<file path="config.mk">
export PLATFORM = sky130hd
export DESIGN_NAME = axis_adain_packer
export DESIGN_NICKNAME = d
export VERILOG_FILES = /design/src/rtl/axis_adain_packer.sv
export SDC_FILE = /design/constraint.sdc
export NUM_CORES = 1
export LEC_CHECK = 0
export BUFFER_PORTS_ARGS = -buffer_cell sky130_fd_sc_hd__buf_2
export CORE_MARGIN = 1
export CORE_UTILIZATION = 46
export DETAILED_ROUTE_END_ITERATION = 10
export GPL_TIMING_DRIVEN = 0
export PLACE_DENSITY_LB_ADDON = 0.25
export RECOVER_POWER = 25
export SETUP_SLACK_MARGIN = 0.3
export SYNTH_ARGS = -nofsm -noshare
export SYNTH_HDL_FRONTEND = slang
export SYNTH_SLANG_ARGS = --single-unit
</file>
<file path="constraint.sdc">
create_clock -name clk -period 2.2 [get_ports clk]
set_input_delay 0.44 -clock clk [delete_from_list [all_inputs] [get_ports clk]]
set_output_delay 0.44 -clock clk [all_outputs]
set_load 0.005 [all_outputs]
</file>
<file path="src/rtl/axis_adain_packer.sv">
// Frames one AdaIN stream as ys, yb, then N*N pass-through pixels with tlast on the final pixel.
// Define AXIS_ADAIN_PACKER_LAST_CHK_EN to flag upstream tlast that disagrees with the pixel count.
module axis_adain_packer #(
  parameter int WIDTH = 48,
  parameter int N_MAX = 128
) (
  input  logic             clk,
  input  logic             rstn,
  input  logic [2:0]       gpio_N_sel,
  input  logic             start,
  input  logic [WIDTH-1:0] cfg_ys,
  input  logic [WIDTH-1:0] cfg_yb,
  input  logic [WIDTH-1:0] s_axis_tdata,
  input  logic             s_axis_tvalid,
  output logic             s_axis_tready,
  input  logic             s_axis_tlast,
  output logic [WIDTH-1:0] m_axis_tdata,
  output logic             m_axis_tvalid,
  input  logic             m_axis_tready,
  output logic             m_axis_tlast,
  output logic             busy,
  output logic             frame_done,
  output logic             err_last
);
  localparam int CW  = $clog2(N_MAX*N_MAX+1);
  localparam int NW  = $clog2(N_MAX+1);
  localparam int NW2 = 2*NW;

  typedef enum logic [1:0] {S_IDLE, S_YS, S_YB, S_PIX} state_t;

  state_t           state_q, state_d;
  logic [CW-1:0]    cnt_q, cnt_d;
  logic [WIDTH-1:0] ys_q, ys_d, yb_q, yb_d;
  logic [NW-1:0]    n_q, n_d;
  logic             frame_done_q, frame_done_d;
  logic             err_last_q, err_last_d;

  logic [NW-1:0]    n_dec;
  logic [NW2-1:0]   n_ext;
  logic [CW-1:0]    n_sq;
  logic             pix_last, pix_xfer;

  function automatic logic [NW-1:0] decode_n(input logic [2:0] sel);
    logic [7:0] n;
    case (sel)
      3'd0:    n = 8'd4;
      3'd1:    n = 8'd8;
      3'd2:    n = 8'd16;
      3'd3:    n = 8'd32;
      3'd4:    n = 8'd64;
      default: n = 8'd128;
    endcase
    return NW'(n);
  endfunction

  assign n_dec    = decode_n(gpio_N_sel);
  assign n_ext    = NW2'(n_dec);
  assign n_sq     = CW'(n_ext * n_ext);
  assign pix_last = (cnt_q == CW'(1));
  assign pix_xfer = (state_q == S_PIX) && s_axis_tvalid && m_axis_tready;

  // Output side is purely a function of state so reset clears it immediately.
  always_comb begin
    m_axis_tdata  = '0;
    m_axis_tvalid = 1'b0;
    s_axis_tready = 1'b0;
    case (state_q)
      S_YS: begin
        m_axis_tvalid = 1'b1;
        m_axis_tdata  = ys_q;
      end
      S_YB: begin
        m_axis_tvalid = 1'b1;
        m_axis_tdata  = yb_q;
      end
      S_PIX: begin
        m_axis_tdata  = s_axis_tdata;
        m_axis_tvalid = s_axis_tvalid;
        s_axis_tready = m_axis_tready;
      end
      default: ;
    endcase
  end

  assign m_axis_tlast = (state_q == S_PIX) && pix_last;
  assign busy         = (state_q != S_IDLE);
  assign frame_done   = frame_done_q;
  assign err_last     = err_last_q;

  always_comb begin
    state_d      = state_q;
    cnt_d        = cnt_q;
    ys_d         = ys_q;
    yb_d         = yb_q;
    n_d          = n_q;
    frame_done_d = 1'b0;
    case (state_q)
      S_IDLE: if (start) begin
        ys_d    = cfg_ys;
        yb_d    = cfg_yb;
        n_d     = n_dec;
        cnt_d   = n_sq;
        state_d = S_YS;
      end
      S_YS: if (m_axis_tready) state_d = S_YB;
      S_YB: if (m_axis_tready) state_d = S_PIX;
      S_PIX: if (pix_xfer) begin
        cnt_d = cnt_q - CW'(1);
        if (pix_last) begin
          state_d      = S_IDLE;
          frame_done_d = 1'b1;
        end
      end
      default: state_d = S_IDLE;
    endcase
  end

`ifdef AXIS_ADAIN_PACKER_LAST_CHK_EN
  always_comb begin
    err_last_d = err_last_q;
    if (pix_xfer && (s_axis_tlast != pix_last)) err_last_d = 1'b1;
  end
  logic unused_sig;
  assign unused_sig = ^n_q;
`else
  always_comb begin
    err_last_d = 1'b0;
  end
  // Upstream tlast is not consulted when the check is compiled out.
  logic unused_sig;
  assign unused_sig = ^{n_q, s_axis_tlast, err_last_q};
`endif

  always_ff @(posedge clk or negedge rstn) begin
    if (!rstn) begin
      state_q      <= S_IDLE;
      cnt_q        <= '0;
      ys_q         <= '0;
      yb_q         <= '0;
      n_q          <= '0;
      frame_done_q <= 1'b0;
      err_last_q   <= 1'b0;
    end else begin
      state_q      <= state_d;
      cnt_q        <= cnt_d;
      ys_q         <= ys_d;
      yb_q         <= yb_d;
      n_q          <= n_d;
      frame_done_q <= frame_done_d;
      err_last_q   <= err_last_d;
    end
  end
endmodule

</file>
# Word level (Yosys, flattened, before mapping)
# Index checks and enable logic that the tools add are counted.
[word_totals]
reg_bits = 114
input_bits = 153
out_inout_bits = 54
word_cells = 47
[op_classes]
n_addsub = 1
multipliers = 1
n_eq_ne = 13
muxes = 16
reduce_logical = 11
[ops]
columns = ["cell", "n"]
rows = [
  ["48-bit case mux with 3 select lines", 1],
  ["8-bit case mux with 5 select lines", 1],
  ["15-bit 2-to-1 mux", 2],
  ["15-bit case mux with 2 select lines", 1],
  ["15-bit by 1-bit == test with 1-bit output, second input constant", 1],
  ["8-bit by 8-bit multiplier with 15-bit output", 1],
  ["15-bit by 1-bit subtractor with 15-bit output, second input constant", 1],
  ["2-bit 2-to-1 mux", 5],
  ["2-bit != test, second input constant", 5],
  ["2-bit case mux with 4 select lines", 1],
  ["3-bit by 2-bit == test with 1-bit output, second input constant", 2],
  ["5-bit AND reduction", 1],
  ["2-bit == test, second input constant", 2],
  ["1-bit 2-to-1 mux", 4],
  ["2-bit nonzero test", 2],
  ["3-bit by 1-bit == test with 1-bit output, second input constant", 1],
  ["3-bit == test, second input constant", 1],
  ["1-bit logical AND", 3],
  ["3-bit zero test", 1],
  ["3-bit AND reduction", 1],
  ["2-bit by 1-bit == test with 1-bit output, second input constant", 1],
  ["2-bit zero test", 1],
  ["1-bit case mux with 2 select lines", 1],
  ["2-bit AND reduction", 1],
  ["2-bit OR reduction", 1],
]

# Depth between registers and ports, before layout
[depth]
word_depth = 5
ltp_mapped = 12
mapped_depth_nobuf = 12

# Worst setup path before layout
# No wires, ideal clock.
[synth_path]
path_type = "in2reg"
from = "in gpio_N_sel[0]"
to = "reg cnt_q[10]"
setup_ps = 135
t_arrival_ps = 2499
required_ps = 2065
path_slack_ps = -433
path_stages = 10
n_path_buf = 0
path_cell_list = "and3b_1 > fa_1 > xnor2_1 > fa_1 > inv_1 > ha_1 > ha_1 > xor2_1 > a22oi_1 > o211ai_1"
[synth_between]
elab_chain_len = 5
elab_cells_between_ends = 9
classes_between = "mul: 1; eq/ne: 4; mux: 3; reduce/logical: 1"
[synth_lines]
columns = ["item", "line", "rtl"]
rows = [
  ["start: declaration", "9", "input logic [2:0] gpio_N_sel,"],
  ["3-bit == test (tied with other cells)", "45", "case (sel)"],
  ["8-bit case mux with 5 select lines *", "45", ""],
  ["8-bit by 8-bit multiplier with 15-bit output *", "58", "assign n_sq = CW'(n_ext * n_ext);"],
  ["15-bit 2-to-1 mux *", "98", "S_IDLE: if (start) begin"],
  ["15-bit case mux with 2 select lines *", "97", "case (state_q)"],
  ["end signal: assignment", "145", "cnt_q <= cnt_d;"],
  ["end: declaration", "32", "logic [CW-1:0] cnt_q, cnt_d;"],
]
# Mark *: on every way between the ends. The rest lies on a longest branch, timed or not. The select of a mux whose other input is x is not followed.
# A chain may end at the register's enable or synchronous reset.

# Worst setup path in the final report
[layout_path]
from = "reg cnt_q[7]"
to = "out m_axis_tlast"
[layout_between]
elab_chain_len = 2
[layout_lines]
columns = ["item", "line", "rtl"]
rows = [
  ["15-bit by 1-bit == test with 1-bit output", "59", "assign pix_last = (cnt_q == CW'(1));"],
  ["1-bit logical AND", "85", "assign m_axis_tlast = (state_q == S_PIX) && pix_last;"],
  ["end: declaration", "20", "output logic m_axis_tlast,"],
]
# No other way between the ends.

==> run metrics <==
run status finished with violations; violated checks negative setup slack; simple-gate portion of the synthesized area 0.0946; boundary pin count about 210; width of the die roughly 120 um; Starting Density 0.474; dpl cell area around 7400 um2; Avg Inst Size Synth between 10 and 15 um2; Critical Path RT about 1800 ps; adder-cell share of the synthesized area 0.0642; type of origin of the critical path flip-flop; combinational power share 0.564; worst max-slew margin expressed relative to the limit 0.277; number of DRC markers in iteration 0 between 600 and 700; library cell with the largest summed area after synthesis sky130_fd_sc_hd__dfrtp_1; die area approximately 14,000 um2; Final Worst Setup Slack -451 ps; number of global-route vias before repair ~5.8k; PnR Total Power 15.8 mW; final count of hold timing violations 0; warning count from the yosys run 0; ys flop type sky130_fd_sc_hd__dfrtp_1; Clock Path Buffers 2; CTS tree built; complex-gate fraction of the synthesized area 0.130; proportion of netlist area held by the largest area contributor 0.475; post-detailed-placement half-perimeter wirelength roughly 13,000 um; Critical Setup Path Class flip-flop to output pin; antenna diode count 0; wire length of the first global-routing pass ~30,000 um; type of destination of the critical path output pin; Data arrival, critical path ~2200 ps; launch point of the critical path cnt_q[7]; switching part of the total power 0.366; net switching power figure 5.77 mW; Slew Viols, Final 0; Worst Hold Launch cfg_ys[13]; global-route total usage across every layer 0.301; power per standard cell area between 1500 and 2000 nW/um2; number of synthesized register bits about 110; H-tree Lvls 4; count of input and output buffers ~200; Tightest Pin Transition 1080 ps; area growth from synthesis to layout 58.1%; Netlist Area Pre-Place roughly 6000 um2; core utilization of the finished layout 0.749; post-route cell area about 9500 um2; DP Cell Count roughly 900; clock transition at the register clock pins on the worst setup and hold paths after CTS around 50 ps; clock skew after layout 9.15 ps; fillers around 830; placement-stage worst setup slack -526 ps; MaxCap Viol Count 0; vias after detailed routing between 5k and 6k; CTS Buf Count 17; antenna viol nets, final 0; cell row count 41; Final period util 1.20; largest net degree at the start of global routing between 70 and 80; fraction of registers with async set or reset after synthesis 1.00; power share of the clock group 0.189; length in cells of the worst reg-to-reg path 11; worst hold stages 2; top area cells in the synthesized netlist sky130_fd_sc_hd__dfrtp_1 (48%), sky130_fd_sc_hd__mux2_2 (18%), sky130_fd_sc_hd__a222oi_1 (8.0%), sky130_fd_sc_hd__ha_1 (3.8%), sky130_fd_sc_hd__nor2_1 (3.6%); cell count after synthesis 510; Distinct cells, synth 53; final critical path time including I/O delays and setup between 2000 and 3000 ps; number of remaining DRC errors 0; highest achievable clock rate between 300 and 400 MHz; combinational family with the most area after synthesis multiplexers; Cell Int Power roughly 10 mW; Layout Nets between 900 and 1k; sequential share of the synthesized area 0.475; gr ovfl total 0; Pre-Repair DR Iteration Count 8; average detailed-routed wire length per instance between 20 and 25 um; unrepaired setup endpoints after global routing yes; number of synthesized flops with an enable pin 0; TNS Setup -16,020 ps; Chip Height roughly 120 um; post-route non-filler standard cell count 993; total clock sinks ~110; Peak supply drop between 800 and 900 uV; total length of routed wires ~22,000 um; share of cells above drive strength 1 0.594; area of combinational cells with multiple inputs roughly 3300 um2; critical path fanouts, max 6; sequential cell area ~2900 um2; Clk Tree Root Cell sky130_fd_sc_hd__clkbuf_16; endpoints failing setup 62; latest clock arrival within the worst-skew pair around 430 ps; HP Class input pin to flip-flop; number of antenna violations at the first check in global routing 0; LEAKAGE 4.54 nW; global placement routability congestion 0.819; Flop pwr share 0.247; launch instance of the worst register-to-register path cnt_q[3]; average vias per placed instance about 6.0; Hold WS ~240 ps; area share of xor/xnor cells in the synthesized design 0.00584; fraction of synthesized area in multiplexers 0.187; placeable core region roughly 13,000 um2
cell usage after synthesis (all sizes together), types with 2 or more instances:
library cell	n
dfrtp	114
mux2	97
nor2	57
a222oi	48
clkbuf	31
inv	20
ha	18
nand2	12
nor4	12
buf	11
fa	8
o21ai	7
a211oi	5
a21oi	4
nand2b	4
nand3	4
nor3	4
or3	4
a221o	3
mux2i	3
o211ai	3
or2	3
or4	3
a221oi	2
a22o	2
a22oi	2
conb	2
nand4b	2
nor4b	2
o31ai	2
xnor2	2
xor2	2
area by class of cell:
cell class                 count  share of cell area
multi-input combinational    348               0.346
sequential                   114               0.301
timing repair buffer         266               0.187
buffer                        42              0.0688
clock buffer                  21              0.0496
tap                          172              0.0227
clock inverter                10              0.0165
inverter                      20             0.00896
state kept, by name, summed over array words and instances (netlist names):
| register | cells |
|---|---|
| ys_q | 48 |
| frame_done | 1 |
| yb_q | 48 |
| cnt_q | 15 |
| state_q | 2 |
power groups by stage:
stage	Clock, mW	Combinational (mW)	Sequential, mW
4_1_cts	2.95	7.38	3.80
2_1_floorplan	0	3.94	3.59
6_report	2.98	8.89	3.90
5_1_grt	3.06	9.39	3.98
3_3_place_gp	0	5.48	3.73
3_5_place_dp	0	5.63	3.80
worst paths after layout:
check	to	slack, ps
min reg2reg	yb_q[43]	500
max	m_axis_tlast	-450
min	ys_q[13]	240
max in group asynchronous	ys_q[5]	190
max reg2reg	cnt_q[14]	-440
min in group asynchronous	cnt_q[9]	760
cell usage in the layout, fill, tap and decap left out, types with 16 or more instances in the layout:
master	Yosys	final
sky130_fd_sc_hd__a222oi_1	48	48
sky130_fd_sc_hd__buf_2	0	199
sky130_fd_sc_hd__buf_4	1	27
sky130_fd_sc_hd__buf_6	2	24
sky130_fd_sc_hd__clkbuf_16	0	34
sky130_fd_sc_hd__conb_1	2	16
sky130_fd_sc_hd__dfrtp_1	114	112
sky130_fd_sc_hd__mux2_2	97	96
sky130_fd_sc_hd__nor2_1	57	54
cells by family (layout without fill, tap and decap cells):
kind of cell / count (synthesis) / after routing
flip-flops: 114 / 114
AND/OR/NAND/NOR: 114 / 114
multiplexers: 100 / 100
AO/OA/AOI/OAI: 88 / 88
buffers and inverters: 62 / 359
adder cells (fa/ha/maj): 26 / 26
XOR/XNOR: 4 / 4
other: 2 / 16
routing by layer:
metal  vias to the layer above  global-route usage  part of all wire
li1                       2533                   -                 -
met1                      2913               0.350              0.35
met2                       388               0.519              0.52
met3                       102              0.0794             0.081
met4                         0               0.142             0.045
met5                         -                   0                 0
worst max-delay path, stage by stage, from the launching register on:
cell and delay, ps:
sky130_fd_sc_hd__dfrtp_1 490, sky130_fd_sc_hd__or3_4 510, sky130_fd_sc_hd__or4_4 590, sky130_fd_sc_hd__nor2_4 90
sky130_fd_sc_hd__buf_2 110
what timing repair did:
item                                    in CTS  in global routing
endpoints found under the setup margin     158                 91
pin swaps                                   49                 39
hold buffers                                 1                  0
buffers inserted                            31                 21
resized for setup                          160                 53
hold endpoints to repair                    43                  0
cloned                                       2                  6
Note: power is estimated with default switching activity, not from simulation.
